### src/rtl/airport_security.sv
// rtl/airport_security.sv - security lane checkpoint: priority, passenger count, baggage parity, lane light FSM, scan token
// Optional COUNT_SATURATE_EN: passenger count saturates at 15 instead of wrapping.
module airport_security #(
   parameter int unsigned ALERT_CYCLES = 4
) (
   input  logic       clk,
   input  logic       reset,
   input  logic [1:0] passenger_type,
   input  logic [3:0] sensor_pulse,
   input  logic [7:0] baggage_data,
   output logic [1:0] priority_code,
   output logic [3:0] count,
   output logic       parity,
   output logic [3:0] light,
   output logic [7:0] security_token
);

   typedef enum logic [3:0] {
      ST_IDLE  = 4'b0001,
      ST_SCAN  = 4'b0010,
      ST_CLEAR = 4'b0100,
      ST_ALERT = 4'b1000
   } state_t;

   localparam logic [3:0] ALERT_LOAD = 4'(ALERT_CYCLES - 1);

   state_t     state;
   state_t     next_state;
   logic [3:0] alert_timer;
   logic [1:0] prio_next;
   logic       sensor_any;
   logic       scan_odd;

   assign sensor_any = |sensor_pulse;
   assign scan_odd   = ^baggage_data;
   assign light      = state;

   // VIP outranks staff, so the two upper classes swap codes
   always_comb begin
      prio_next = 2'b00;
      case (passenger_type)
         2'b00:   prio_next = 2'b00;
         2'b01:   prio_next = 2'b01;
         2'b10:   prio_next = 2'b11;
         default: prio_next = 2'b10;
      endcase
   end

   always_comb begin
      next_state = ST_IDLE;
      case (state)
         ST_IDLE:  next_state = sensor_any ? ST_SCAN : ST_IDLE;
         ST_SCAN:  next_state = scan_odd ? ST_ALERT : ST_CLEAR;
         ST_CLEAR: next_state = ST_IDLE;
         ST_ALERT: next_state = (alert_timer == 4'd0) ? ST_IDLE : ST_ALERT;
         default:  next_state = ST_IDLE;
      endcase
   end

   always_ff @(posedge clk) begin
      if (reset) begin
         state          <= ST_IDLE;
         priority_code  <= 2'b00;
         count          <= 4'd0;
         parity         <= 1'b0;
         security_token <= 8'h00;
         alert_timer    <= 4'd0;
      end else begin
         state         <= next_state;
         priority_code <= prio_next;
         parity        <= scan_odd;
`ifdef COUNT_SATURATE_EN
         if (sensor_any && count != 4'hF)
            count <= count + 4'd1;
`else
         if (sensor_any)
            count <= count + 4'd1;
`endif
         // token mixes in the registered count/priority seen during the scan cycle
         if (state == ST_SCAN) begin
            security_token <= baggage_data ^ {count, 2'b00, priority_code};
            if (scan_odd)
               alert_timer <= ALERT_LOAD;
         end
         if (state == ST_ALERT && alert_timer != 4'd0)
            alert_timer <= alert_timer - 4'd1;
      end
   end

endmodule

### config.mk
export PLATFORM = sky130hd
export DESIGN_NAME = airport_security
export DESIGN_NICKNAME = d
export VERILOG_FILES = /design/src/rtl/airport_security.sv
export SDC_FILE = /design/constraint.sdc
export NUM_CORES = 1
export LEC_CHECK = 0
export BUFFER_PORTS_ARGS = -buffer_cell sky130_fd_sc_hd__buf_2
export CORE_MARGIN = 10
export CORE_UTILIZATION = 53
export DETAILED_ROUTE_END_ITERATION = 10
export GPL_ROUTABILITY_DRIVEN = 0
export PLACE_DENSITY = 0.93
export SKIP_LAST_GASP = 1
export SYNTH_ARGS = -nofsm -noshare
export SYNTH_HDL_FRONTEND = slang
export SYNTH_SLANG_ARGS = --single-unit
export TNS_END_PERCENT = 30
### constraint.sdc
create_clock -name clk -period 2.7 [get_ports clk]
set_input_delay 0.27 -clock clk [delete_from_list [all_inputs] [get_ports clk]]
set_output_delay 0.27 -clock clk [all_outputs]
set_load 0.01 [all_outputs]
==> metrics <==
outcome finished, final reports clean; unrepaired setup endpoints after global routing false; worst slack, placed 1040 ps; Worst setup startpoint alert_timer[0]$_SDFFE_PP0P_; wire per inst 13.8 µm; Mean Syn Cell Area 9.86 µm²; port buffer count 34; synth-to-layout area growth 18.9%; share of cells above drive strength 1 30.2%; Setup violations, final 0; antenna violations before repair 0; Clock Pin Slew Worst Setup and Hold Paths 130 ps; CTS tree yes; FF-to-FF Start alert_timer[0]$_SDFFE_PP0P_; Tightest Pin Transition 580 ps; Core Rows 16; Pre-antenna DRT Iters 4; Critical Path Sink alert_timer[3]$_SDFFE_PP0P_; clock root buffer clkbuf_4; Slowest-stage cell, CP or3b_1; I/O Pins 35; remaining global-route overflow 0; Die Span X 66.0 µm; CTS buffer count 3; Overall Global Routing Usage 11.8%; largest net degree at the start of global routing 24; Hold WC Path Type in2reg; synthesized area 1120 µm²; multiplexer share of the synthesized area 3.56%; area of the multi-input gates 626 µm²; post-synthesis xor/xnor area fraction 13.3%; syn_nets 135; peak supply drop 0.401 mV; ANT cells 0; final worst path period need 1660 ps; fin nets 171; crit-path max FO 6; capture point of the worst reg-to-reg path alert_timer[3]$_SDFFE_PP0P_; Data required, critical path 2920 ps; simple-gate portion of the synthesized area 21.5%; Critical Path AT 1880 ps; Clock Latency Late Sink 320 ps; Finished Layout Cells 176; maxcap violations 0; vias 916; CP cell instances inv_1 -> ha_1 -> or3b_1 -> nand2_1 -> a21oi_1 -> a311o_1; Die ar. 4360 µm²; first-pass GRT wire length 4.19 mm; Power Dens Cells 563 nW/µm²; filler cell count in the final layout 174; Worst setup EP type register; Worst slew margin 61.2%; cts hold-fix bufs 0; Hold Vio Cnt, Final 0; CTS max path bufs 2; post-synthesis compound-gate area fraction 11.8%; post-synthesis adder-cell area fraction 5.57%; die height 66.0 µm; Worst Setup Slack, final 1040 ps; main combinational cell family by area after synthesis simple AND/OR/NAND/NOR gates; FF-to-FF path depth 6; # Post-CTS Setup Buffers 0; critical path launch point type register; flop and latch count out of synthesis 23; placed insts 172; Sequential cell area 460 µm²; Antenna Nets Post-Route 0; Routed WL 2.43 mm; slowest stage delay, CP 450 ps; Period Utilization, post-route 61.4%; total negative slack 0 ps; total core area 1980 µm²; post-synth cell types 32; Via density 5.20; sequential area share after synthesis 41.0%; PostCTS Resize Cnt 0; vias in the first global route 1001; fin. max-slew vios 0; YS warnings 0; Cells after Synth 114; max frequency 603 MHz; Crit Path Category reg2reg; Max H-tree Level 1; CTS Sinks 23; Static Leak 0.582 nW; Initial DRC Count 13; worst reg2reg setup slack 1040 ps; Clock Skew 9.74 ps; Post-DP HPWL 1.99 mm; DRC 0; Initial Util 56.7%
[power breakdown]
group          switching (W)  total (W)  internal, W
clock               0.000103   0.000159    0.0000556
combinational       0.000102   0.000192    0.0000896
sequential         0.0000311   0.000401     0.000370
total               0.000237   0.000752     0.000516
[cells in the mapped netlist]
library cell | count | share of area (%)
a211oi_1 | 6 | 4.0
a211oi_2 | 2 | 2.2
a21oi_1 | 2 | 0.89
a221o_1 | 1 | 0.89
a311o_1 | 1 | 0.89
a31oi_1 | 1 | 0.56
and2_1 | 1 | 0.56
and3_1 | 1 | 0.56
and4b_1 | 1 | 0.89
buf_4 | 1 | 0.67
buf_6 | 1 | 1.0
clkbuf_1 | 2 | 0.67
dfxtp_1 | 23 | 41
ha_1 | 5 | 5.6
inv_1 | 3 | 1.0
mux2i_1 | 4 | 3.6
nand2_1 | 6 | 2.0
nand3_1 | 1 | 0.45
nand4_1 | 1 | 0.56
nor2_1 | 19 | 6.3
nor2b_1 | 2 | 1.1
nor2b_4 | 1 | 1.2
nor3b_1 | 1 | 0.67
nor4b_4 | 2 | 4.2
o21ai_0 | 2 | 0.89
o21ai_1 | 2 | 0.89
o22ai_1 | 1 | 0.56
or3_1 | 2 | 1.1
or3b_1 | 1 | 0.78
or4_4 | 1 | 1.0
xnor2_1 | 14 | 11
xor2_1 | 3 | 2.3
[registers in the layout, indices dropped and copies added, names as in the netlist]
signal,cells
alert_timer,4
count,4
light,4
parity,1
priority_code,2
security_token,8
[worst max-delay path: cells and delay by family (launching register included)]
family                     cells  cell delay, ps
and+or+nand+nor                2             600
AOI/OAI and AO/OA              2             380
adders and majority gates      1             140
buffers and inverters          1             100
DFF                            1             340
[stage by stage]
step | hold WS (ps) | total power [W] | area (µm²) | util, %
2_1_floorplan | 374 | 0.000535 | 1120 | -
3_3_place_gp | 478 | 0.000594 | 1310 | 66.0
3_5_place_dp | 488 | 0.000604 | 1310 | 66.0
4_1_cts | 202 | 0.000759 | 1340 | 67.4
5_1_grt | 205 | 0.000791 | 1340 | 67.4
6_report | 206 | 0.000752 | 1340 | 67.4
[cell families after synthesis]
logic type | after synthesis
multiplexers | 4
AO/OA/AOI/OAI | 18
flip-flops | 23
XOR/XNOR | 17
buffers and inverters | 7
AND/OR/NAND/NOR | 40
adder cells (fa/ha/maj) | 5
[final cells by class]
cell class              instances  area share (%)
clock buffers                   3            1.69
clock inverters                 1           0.375
inverters                       3           0.843
multi-input cells              84            46.8
flip-flops and latches         23            34.5
well taps                      27            2.53
repair buffers                 35            13.3
[layer usage]
metal  track usage (%)  routed length (µm)
met4              4.71                  48
met5                 0                   0
met1              12.4                1030
met3              4.75                 205
met2              20.7                1140
[worst min path at each step]
stage / startpoint / to / slack, ps / depth (start not counted)
finish: baggage_data[3] / security_token[3]$_SDFFE_PP0P_ / 210 / 3
global route: baggage_data[3] / security_token[3]$_SDFFE_PP0P_ / 210 / 3
CTS: baggage_data[3] / security_token[3]$_SDFFE_PP0P_ / 200 / 3
detailed placement: security_token[3]$_SDFFE_PP0P_ / security_token[3]$_SDFFE_PP0P_ / 490 / 2
global placement: security_token[2]$_SDFFE_PP0P_ / security_token[2]$_SDFFE_PP0P_ / 480 / 2
floorplan: reset / light[0]$_SDFF_PP1_ / 370 / 2
[layout by cell type, fill, tap and decap left out, types with 2 or more instances in the layout]
cell type	n
dfxtp_1	23
a211oi_1	6
nand2_1	6
nor4b_4	2
clkbuf_4	3
ha_1	5
a21oi_1	2
inv_1	3
xor2_1	3
buf_2	34
xnor2_1	14
nor2_1	19
or3_1	2
mux2i_1	4
a211oi_2	2
o21ai_1	2
nor2b_1	2
o21ai_0	2
Power figures use the tool's default switching activity.
